$ cat src/rtl/bid_requester_if.sv
// Request/arbiter bundle for bid_requester: client request handshake, arbiter bid/grant,
// and the transfer/status outputs. master = requester side, slave = client/arbiter side.
interface bid_requester_if;
    logic       req_valid;
    logic       req_ready;
    logic [3:0] req_len;
    logic [3:0] req_prio;
    logic       grant;
    logic [3:0] bid;
    logic [9:0] balance;
    logic       xfer_beat;
    logic       xfer_last;
    logic       starve;

    modport master (
        input  req_valid, req_len, req_prio, grant,
        output req_ready, bid, balance, xfer_beat, xfer_last, starve
    );

    modport slave (
        output req_valid, req_len, req_prio, grant,
        input  req_ready, bid, balance, xfer_beat, xfer_last, starve
    );
endinterface

$ cat src/rtl/bid_requester.sv
// Credit-based bidding bus master: bids latched priority against a refilled balance.
// Optional macro BID_AGING_EN raises the effective priority during long bid waits.
module bid_requester #(
    parameter int BAL_INIT      = 750,
    parameter int BAL_MAX       = 900,
    parameter int REFILL_AMT    = 750,
    parameter int REFILL_PERIOD = 400,
    parameter int STARVE_LIM    = 60
) (
    input  logic            clk,
    input  logic            rst,
    bid_requester_if.master bus
);
    // state | meaning
    // IDLE  | ready for a request, counters cleared
    // BID   | presenting bid, waiting for a winning grant
    // XFER  | moving beats while grant is held
    // DONE  | one-cycle completion gap, bid forced to 0
    typedef enum logic [1:0] {IDLE, BID, XFER, DONE} state_t;

    localparam int              RC_W       = (REFILL_PERIOD > 1) ? $clog2(REFILL_PERIOD) : 1;
    localparam logic [RC_W-1:0] RC_LAST    = RC_W'(REFILL_PERIOD - 1);
    localparam logic [10:0]     BAL_INIT_W = 11'(BAL_INIT);
    localparam logic [11:0]     BAL_MAX_W  = 12'(BAL_MAX);
    localparam logic [11:0]     REFILL_W   = 12'(REFILL_AMT);
    localparam logic [6:0]      STARVE_V   = (STARVE_LIM > 64) ? 7'd64 : 7'(STARVE_LIM);

    state_t          state_q, state_d;
    logic [3:0]      len_q, prio_q, beat_q, win_q;
    logic [5:0]      wait_q;
    logic [RC_W-1:0] rc_q;
    logic [10:0]     bal_q, bal_m1, bal_ref, bal_d;
    logic [11:0]     bal_sum;
    logic [3:0]      prio_in, prio_eff, bid_calc;
    logic            refill_wrap, deduct;
    logic            ready_c, beat_c, last_c;
    logic [3:0]      bid_c;

    assign prio_in     = (bus.req_prio == 4'd0) ? 4'd1 : bus.req_prio;
    assign refill_wrap = (rc_q == RC_LAST);
    assign bal_m1      = bal_q - 11'd1;

    always_comb begin
        bid_calc = 4'd0;
        if (bal_q <= 11'd1)
            bid_calc = 4'd0;
        else if ({7'd0, prio_eff} <= bal_m1)
            bid_calc = prio_eff;
        else
            bid_calc = bal_m1[3:0];
    end

    assign deduct = (state_q == BID) && bus.grant && (bid_calc != 4'd0);

    // Refill lands before the deduction on a shared edge; both clamp instead of wrapping.
    always_comb begin
        bal_sum = {1'b0, bal_q} + REFILL_W;
        bal_ref = bal_q;
        if (refill_wrap)
            bal_ref = (bal_sum > BAL_MAX_W) ? BAL_MAX_W[10:0] : bal_sum[10:0];
        bal_d = bal_ref;
        if (deduct)
            bal_d = (bal_ref >= {7'd0, bid_calc}) ? (bal_ref - {7'd0, bid_calc}) : 11'd0;
    end

    always_ff @(posedge clk or negedge rst) begin
        if (!rst) state_q <= IDLE;
        else      state_q <= state_d;
    end

    always_comb begin
        state_d = state_q;
        ready_c = 1'b0;
        bid_c   = 4'd0;
        beat_c  = 1'b0;
        last_c  = 1'b0;
        case (state_q)
            IDLE: begin
                ready_c = 1'b1;
                if (bus.req_valid) state_d = BID;
            end
            BID: begin
                bid_c = bid_calc;
                if (deduct) state_d = XFER;
            end
            XFER: begin
                bid_c = win_q;
                if (bus.grant) begin
                    beat_c = 1'b1;
                    last_c = (beat_q == len_q);
                    if (last_c) state_d = DONE;
                end else begin
                    state_d = BID;
                end
            end
            DONE:    state_d = IDLE;
            default: state_d = IDLE;
        endcase
    end

    always_ff @(posedge clk or negedge rst) begin
        if (!rst) begin
            len_q  <= 4'd0;
            prio_q <= 4'd0;
            beat_q <= 4'd0;
            win_q  <= 4'd0;
            wait_q <= 6'd0;
            rc_q   <= '0;
            bal_q  <= BAL_INIT_W;
        end else begin
            rc_q  <= refill_wrap ? '0 : rc_q + RC_W'(1);
            bal_q <= bal_d;
            case (state_q)
                IDLE: begin
                    beat_q <= 4'd0;
                    wait_q <= 6'd0;
                    if (bus.req_valid) begin
                        len_q  <= bus.req_len;
                        prio_q <= prio_in;
                    end
                end
                BID: begin
                    if (deduct) begin
                        wait_q <= 6'd0;
                        win_q  <= bid_calc;
                    end else if (wait_q != 6'd63) begin
                        wait_q <= wait_q + 6'd1;
                    end
                end
                XFER: begin
                    // beat count survives a lost grant so the next win resumes mid-request
                    if (bus.grant && !last_c) beat_q <= beat_q + 4'd1;
                end
                default: ;
            endcase
        end
    end

`ifdef BID_AGING_EN
    logic [3:0] age_cnt_q, age_prio_q;

    always_ff @(posedge clk or negedge rst) begin
        if (!rst) begin
            age_cnt_q  <= 4'd0;
            age_prio_q <= 4'd0;
        end else begin
            case (state_q)
                IDLE: begin
                    age_cnt_q <= 4'd0;
                    if (bus.req_valid) age_prio_q <= prio_in;
                end
                BID: begin
                    if (deduct) begin
                        age_cnt_q  <= 4'd0;
                        age_prio_q <= prio_q;
                    end else begin
                        age_cnt_q <= age_cnt_q + 4'd1;
                        if (age_cnt_q == 4'd15 && age_prio_q != 4'd15)
                            age_prio_q <= age_prio_q + 4'd1;
                    end
                end
                default: ;
            endcase
        end
    end

    assign prio_eff = age_prio_q;
`else
    assign prio_eff = prio_q;
`endif

    assign bus.req_ready = ready_c;
    assign bus.bid       = bid_c;
    assign bus.balance   = bal_q[9:0];
    assign bus.xfer_beat = beat_c;
    assign bus.xfer_last = last_c;
    assign bus.starve    = ({1'b0, wait_q} >= STARVE_V);
endmodule

$ cat src/flat_wrapper.sv
// flat-port wrapper written by rule: the top's interface ports become plain ports
module bid_requester_flat 
#(
    parameter int BAL_INIT      = 750,
    parameter int BAL_MAX       = 900,
    parameter int REFILL_AMT    = 750,
    parameter int REFILL_PERIOD = 400,
    parameter int STARVE_LIM    = 60
)
  (clk, rst, bus_req_valid, bus_req_len, bus_req_prio, bus_grant, bus_req_ready, bus_bid, bus_balance, bus_xfer_beat, bus_xfer_last, bus_starve);
  bid_requester_if bus_i ();
  input  logic clk;
  input  logic rst;
  input wire logic [$bits(bus_i.req_valid)-1:0] bus_req_valid;
  input wire logic [$bits(bus_i.req_len)-1:0] bus_req_len;
  input wire logic [$bits(bus_i.req_prio)-1:0] bus_req_prio;
  input wire logic [$bits(bus_i.grant)-1:0] bus_grant;
  output wire logic [$bits(bus_i.req_ready)-1:0] bus_req_ready;
  output wire logic [$bits(bus_i.bid)-1:0] bus_bid;
  output wire logic [$bits(bus_i.balance)-1:0] bus_balance;
  output wire logic [$bits(bus_i.xfer_beat)-1:0] bus_xfer_beat;
  output wire logic [$bits(bus_i.xfer_last)-1:0] bus_xfer_last;
  output wire logic [$bits(bus_i.starve)-1:0] bus_starve;
  assign bus_i.req_valid = bus_req_valid;
  assign bus_i.req_len = bus_req_len;
  assign bus_i.req_prio = bus_req_prio;
  assign bus_i.grant = bus_grant;
  assign bus_req_ready = bus_i.req_ready;
  assign bus_bid = bus_i.bid;
  assign bus_balance = bus_i.balance;
  assign bus_xfer_beat = bus_i.xfer_beat;
  assign bus_xfer_last = bus_i.xfer_last;
  assign bus_starve = bus_i.starve;
  bid_requester #(.BAL_INIT(BAL_INIT), .BAL_MAX(BAL_MAX), .REFILL_AMT(REFILL_AMT), .REFILL_PERIOD(REFILL_PERIOD), .STARVE_LIM(STARVE_LIM)) u_core (.clk(clk), .rst(rst), .bus(bus_i));
endmodule
$ cat config.mk
export PLATFORM = sky130hd
export DESIGN_NAME = bid_requester_flat
export DESIGN_NICKNAME = d
export VERILOG_FILES = /design/src/rtl/bid_requester_if.sv /design/src/rtl/bid_requester.sv /design/src/flat_wrapper.sv
export SDC_FILE = /design/constraint.sdc
export NUM_CORES = 1
export LEC_CHECK = 0
export ABC_AREA = 1
export CAP_MARGIN = 20
export CORE_MARGIN = 5
export CORE_UTILIZATION = 59
export CTS_CLUSTER_DIAMETER = 40
export DETAILED_ROUTE_END_ITERATION = 12
export PLACE_DENSITY = 0.92
export SYNTH_ARGS = -nofsm -noshare
export SYNTH_HDL_FRONTEND = slang
export SYNTH_SLANG_ARGS = --single-unit
$ cat constraint.sdc
create_clock -name clk -period 5.2 [get_ports clk]
set_input_delay 1.04 -clock clk [delete_from_list [all_inputs] [get_ports clk]]
set_output_delay 1.04 -clock clk [all_outputs]
set_load 0.05 [all_outputs]
---- After elaboration in Yosys (flattened, before gate mapping) ----
Index checks and enable logic that the tools add are counted.
word-level totals
  register bits after elaboration ......... 44
  output and inout port bits .............. 18
cells by class
  $add $sub $neg .......................... 6
  $lt $le $gt $ge ......................... 5
  equality and inequality tests ........... 11
  multiplexer cells ....................... 24
  reduce and logical (&&, ||, !) cells .... 14
operators with widths
  operator                                              count
  2-to-1 mux 11 bit                                     4
  2-to-1 mux 4 bit                                      4
  case mux 4 bit (2 select lines)                       2
  adder 11 x 10 -> 12 bit, second input constant        1
  > comparator 12 x 10 -> 1 bit, second input constant  1
  2-to-1 mux 6 bit                                      2
  case mux 6 bit (2 select lines)                       1
  >= comparator 11 x 4 -> 1 bit                         1
  <= comparator 11 x 1 -> 1 bit, second input constant  1
  <= comparator 4 x 11 -> 1 bit                         1
  subtractor 11 x 1 -> 11 bit, second input constant    1
  subtractor 11 x 4 -> 11 bit                           1
  adder 9 x 1 -> 9 bit, second input constant           1
  equality test 9 bit, second input constant            1
  2-to-1 mux 9 bit                                      1
  2-to-1 mux 2 bit                                      4
  case mux 2 bit (4 select lines)                       1
  AND reduction 2 bit                                   4
  adder 6 x 1 -> 6 bit, second input constant           1
  >= comparator 6 bit, second input constant            1
  != test 3 x 2 -> 1 bit, second input constant         2
  != test 6 bit, second input constant                  1
  2-to-1 mux 1 bit                                      5
  adder 4 x 1 -> 4 bit, second input constant           1
  other kinds (12)                                      17

---- Longest topological paths before layout ----
  depth after elaboration ................. 8
  gate-level depth with buffers ........... 28
  mapped depth without buffers ............ 28

---- Worst setup path before layout ----
No wires, ideal clock.
  path type ............................... register to output
  from .................................... register u_core.bal_q[1]
  to ...................................... output bus_bid[0]
  arrival time ............................ 2.869 ns
  path slack .............................. 1.291 ns
  stages on the path, launching flop included .. 16
  path buffers ............................ 0
  path through ............................ dfstp_2 -> inv_1 -> ha_1 -> nand2_1 -> nand2_1 -> mux2i_1 -> ha_1 -> nand4_1 -> nand2_1 -> nor2_4 -> nand3_2 -> nand2_1 -> nand3_1 -> inv_1 -> nand2_1 -> a21oi_1
on the way
  cells in the longest elaborated chain, start to end .. 5
  elaborated cells on any way between the ends .. 6
RTL lines
  item                                 RTL line              text
  start, declared                      bid_requester.sv:32   logic [10:0] bal_q, bal_m1, bal_ref, bal_d;
  start signal, assigned               bid_requester.sv:112  bal_q <= bal_d;
  subtractor 11 x 1 -> 11 bit          bid_requester.sv:41   assign bal_m1 = bal_q - 11'd1;
  <= comparator 4 x 11 -> 1 bit        bid_requester.sv:47   else if ({7'd0, prio_eff} <= bal_m1)
  2-to-1 mux 4 bit                     bid_requester.sv:47
  2-to-1 mux 4 bit (*)                 bid_requester.sv:45   if (bal_q <= 11'd1)
  net u_core.bid_calc[0]               bid_requester.sv:34   logic [3:0] prio_in, prio_eff, bid_calc;
  case mux 4 bit (2 select lines) (*)  bid_requester.sv:77   case (state_q)
  end, declared                        flat_wrapper.sv:19    output wire logic [$bits(bus_i.bid)-1:0] bus_bid;
The timed path passes the listed nets; every way through them passes the cells marked *.

---- Worst setup path after layout ----
Ends and elaborated chain as after synthesis.

==> results <==
- The pre-antenna-repair detailed-routing pass consisted of 5 iterations.
- In this run, the number of DRC markers left after iteration 0 of detailed routing was between 300 and 400.
- The total nets after synthesis is just over 500.
- TritonCTS built the clock tree.
- The leading area contributor after synthesis is sky130_fd_sc_hd__dfrtp_1.
- Sorting the synthesized cells by how often they occur yields 126 x sky130_fd_sc_hd__nand2_1, 68 x sky130_fd_sc_hd__inv_1, 46 x sky130_fd_sc_hd__nor2_1, 37 x sky130_fd_sc_hd__dfrtp_1, 37 x sky130_fd_sc_hd__nand3_1.
- The area of the core is 5540 um^2.
- The synthesized netlist devotes a little over a third of its cell area to simple gates.
- The synthesized area per cell is roughly 7.1 um^2.
- The commonest register cell after synthesis is sky130_fd_sc_hd__dfrtp_1.
- The part of the cycle the worst path needs is 91.7%.
- The synthesized netlist occupies a cell area of roughly 3400 um^2.
- The final-report max-slew violation count is 0.
- The root buffer selected by CTS is sky130_fd_sc_hd__clkbuf_8.
- The post-detailed-route via-to-cell ratio is roughly 5.5.
- In this run the number of H-tree levels came out at 2.
- Of the total power, registers draw between 20% and 30%.
- The fraction of post-synthesis cell area in the top cell type by area is 27.4%.
- The relative slew slack is approximately three fifths.
- The worst setup path is of the flip-flop to output pin kind.
- Max-cap violations in this run came to 0.
- The leakage power summed over all cells is about 1.9 nW.
- From synthesis to final layout, the design area changed by 11.8%.
- The share of synthesized cell area in full adder, half adder and majority cells is between 7 and 8%.
- The floorplan step defined a die boundary enclosing about 7300 um^2.
- The number of global-route vias before repair is 3210.
- The later pin in the worst-skew pair is clocked with a latency of 0.29 ns.
- The number of setup buffers added after CTS is 0.
- The remaining antenna violation count is 0.
- The antenna diode count is 0.
- The kind of capture point of the worst setup path is an output pin.
- The initial standard-cell utilization of the core is about three fifths.
- Combinational cells account for roughly three fifths of the total power.
- The net count of the finished layout is 527.
- Counting I/O delays and the setup requirement, the final critical path takes roughly 4.8 ns.
- Summed over all nets, the switching power comes to roughly 1.1 mW.
- The total number of vias is between 3000 and 4000.
- The synthesized-area fraction occupied by xor and xnor cells is 4.15%.
- The most numerous cell in the Yosys netlist is sky130_fd_sc_hd__nand2_1.
- In this run, the clock network consumes between 10% and 20% of the power.
- Static timing analysis puts the maximum clock frequency at roughly 0.21 GHz.
- Net switching is roughly half of the power.
- For this run, asynchronously set or reset flops after synthesis account for 100%.
- By area the synthesized netlist is led by sky130_fd_sc_hd__dfrtp_1 27%, sky130_fd_sc_hd__nand2_1 14%, sky130_fd_sc_hd__inv_1 7.5%.
- The final clock skew is 0.00465 ns.
- The detailed-placement wirelength estimate is ~6000 um.
- In the synthesized netlist, mux cells make up 1.63% of the area.
- The count of state elements after synthesis is between 40 and 50.
- In the synthesized netlist, the number of instances is roughly 470.
- For this run the aggregate overflow at the end of global routing stands at 0.
- Setup repair after global routing left no endpoint under its margin.
- For this run, the number of Yosys warnings is 0.
- The number of buffers between clock root and the deepest sink is 2.
- STA puts the critical path data arrival time at approximately 3.7 ns.
- The number of I/O pins is 30.
- The initialized floorplan defines 27 standard-cell rows.
- The width of the die is between 80 and 90 um.
- The setup total negative slack is 0 ns.
- At the pin with the least slew margin, the transition time is between 0.6 and 0.7 ns.
- The total power per unit cell area is 551 nW/um^2.
- Fill cells in the final layout number ~460.
- The number of sinks driven by the clock tree is 44.
- Entering global routing, the biggest net connects 45 pins.
- IR analysis of the VDD net gives a maximum drop of roughly 0.00047 V.
- The utilization of the core after routing is around 70%.
- The count of flip-flops with a built-in enable after synthesis is 0.
- The wire length per cell is between 10 and 15 um.
- Cells with a size suffix above 1 make up 8.85% of the layout.
- The overall track demand over capacity in global routing is ~22%.
- The final number of hold-violating endpoints is 0.
- STA classifies the critical path startpoint as a flip-flop.
- The total DRC errors in the routed layout is 0.
- Along the worst path, the maximum fanout reaches 6.
- The sequential-to-total area share from yosys stat is 32.8%.
- Cell internal power was estimated by the tool at about 1.0 mW.
- The data required time at the worst endpoint is 4.16 ns.
- The congestion estimate from routability-driven global placement came to 0.940.
- The final setup violation count is 0.
- The combinational family with the most area after synthesis is simple AND/OR/NAND/NOR gates.
- The aggregate routed wire length is ~7600 um.
- Leaving out filler cells and counting taps, the final layout contains roughly 570.
- Buffers inserted to repair hold after CTS numbered 0.
- The tightest min-delay check is of the flip-flop to flip-flop type.
- The number of clock buffers inserted by TritonCTS is 5.
- Measured along the y axis, the die boundary spans 85.7 um.
- The number of distinct standard cells referenced by the synthesized netlist is 39.
- The run finished with clean final reports.
- After clock tree synthesis, the clock-pin slew on the worst setup and hold paths is ~0.090 ns.
- The initial antenna violation count is 0.
- The first global-routing pass estimated about 14000 um of wire.
- Gates resized during post-CTS repair numbered 0.
- The count of input and output buffers is 29.
- The synthesized netlist devotes under 10% of its cell area to compound gates.
- Once placement completed, the tool counted placed cells totaling 560.
## through the flow
stage / power [mW] / cell area, um^2 / worst slack (ns) / hold WS [ns]
global placement: 1.75 / 3650 / 0.922 / 0.445
finish: 2.08 / 3780 / 0.432 / 0.461
detailed placement: 1.80 / 3650 / 0.787 / 0.458
global route: 2.26 / 3780 / 0.183 / 0.489
floorplan: 1.54 / 3380 / 1.29 / 0.433
CTS: 2.08 / 3760 / 0.445 / 0.469
## routing by layer
metal	track usage (%)	part of all wire (%)	vias to the layer above	wire length, um
met1	28.6	45	1465	3380
met5	0	0	-	0
li1	-	-	1553	-
met2	39.5	49	119	3690
met3	2.79	5.8	13	443
met4	7.48	1.1	0	85
## final cells by class
cell class	instances	area [um^2]	share of cell area (%)
clock buffers	6	72.6	1.92
clock inverters	2	35.0	0.927
repair buffers	30	305	8.07
well taps	72	90.1	2.38
multi-input cells	343	1900	50.2
flip-flops and latches	44	1110	29.4
inverters	72	270	7.15
## flip-flops by register name (all words and copies together) (netlist names)
signal	count
u_core.rc_q	9
u_core.wait_q	6
u_core.state_q	2
u_core.bal_q	11
u_core.len_q	4
u_core.win_q	4
u_core.beat_q	4
u_core.prio_eff	4
## cells by family (layout without fill, tap and decap cells)
logic type / count (synthesis) / count (layout)
AOI/OAI and AO/OA: 47 / 47
xor gates and xnor gates: 16 / 16
adders and majority gates: 19 / 19
buffers and inverters: 87 / 110
DFF: 44 / 44
muxes: 5 / 5
and+or+nand+nor: 256 / 256
## worst max-delay path, cell delays in order (launching register included)
cell	delay (ns)
sky130_fd_sc_hd__dfstp_2	0.57
sky130_fd_sc_hd__inv_1	0.12
sky130_fd_sc_hd__ha_1	0.24
sky130_fd_sc_hd__nand2_1	0.12
sky130_fd_sc_hd__nand2_1	0.10
sky130_fd_sc_hd__mux2i_1	0.20
sky130_fd_sc_hd__ha_1	0.29
sky130_fd_sc_hd__nand4_1	0.09
sky130_fd_sc_hd__nand2_1	0.09
sky130_fd_sc_hd__nor2_4	0.17
sky130_fd_sc_hd__nand3_2	0.11
sky130_fd_sc_hd__nand2_1	0.08
sky130_fd_sc_hd__nand3_1	0.09
sky130_fd_sc_hd__inv_1	0.11
sky130_fd_sc_hd__nand2_1	0.05
sky130_fd_sc_hd__a21oi_1	0.18
sky130_fd_sc_hd__clkdlybuf4s50_1	0.84
## cell usage in the layout (no fill, tap or decap), types with 2 or more instances in the layout
cell | Yosys | layout
sky130_fd_sc_hd__a21oi_1 | 15 | 15
sky130_fd_sc_hd__clkbuf_8 | 0 | 5
sky130_fd_sc_hd__clkdlybuf4s50_1 | 0 | 28
sky130_fd_sc_hd__dfrtp_1 | 37 | 37
sky130_fd_sc_hd__dfstp_2 | 7 | 7
sky130_fd_sc_hd__ha_1 | 18 | 18
sky130_fd_sc_hd__inv_1 | 68 | 68
sky130_fd_sc_hd__inv_2 | 3 | 3
sky130_fd_sc_hd__mux2_2 | 4 | 4
sky130_fd_sc_hd__nand2_1 | 126 | 126
sky130_fd_sc_hd__nand2_2 | 5 | 5
sky130_fd_sc_hd__nand3_1 | 37 | 37
sky130_fd_sc_hd__nand3_2 | 3 | 3
sky130_fd_sc_hd__nand3b_1 | 4 | 4
sky130_fd_sc_hd__nand4_1 | 17 | 17
sky130_fd_sc_hd__nor2_1 | 46 | 46
sky130_fd_sc_hd__nor2_2 | 3 | 3
sky130_fd_sc_hd__nor2_4 | 4 | 4
sky130_fd_sc_hd__nor2_8 | 2 | 2
sky130_fd_sc_hd__nor3_1 | 6 | 6
sky130_fd_sc_hd__o21ai_0 | 20 | 20
sky130_fd_sc_hd__o21ai_1 | 3 | 3
sky130_fd_sc_hd__o21ai_2 | 2 | 2
sky130_fd_sc_hd__o31ai_1 | 2 | 2
sky130_fd_sc_hd__xnor2_1 | 7 | 7
sky130_fd_sc_hd__xor2_1 | 9 | 9
## power groups by stage
stage	clock (mW)	sequential [mW]	combinational, mW
after floorplan	0	0.521	1.02
after global placement	0	0.557	1.19
after detailed placement	0	0.563	1.24
after CTS	0.266	0.557	1.25
after global routing	0.282	0.574	1.40
final	0.260	0.560	1.26
## worst paths after layout
check | startpoint | endpoint | slack, ns | cells after the start
worst max-delay path | u_core.bal_q[1] | bus_bid[0] | 0.43 | 16
worst min-delay path | u_core.rc_q[0] | u_core.rc_q[0] | 0.46 | 1
worst max register to register | u_core.bal_q[1] | u_core.bal_q[10] | 0.90 | 25
worst min register to register | u_core.rc_q[0] | u_core.rc_q[0] | 0.46 | 1
max in group asynchronous | rst | u_core.bal_q[7] | 4.16 | 2
min in group asynchronous | rst | u_core.prio_eff[1] | 0.55 | 1
No activity file was read; power rests on OpenSTA's default activity.
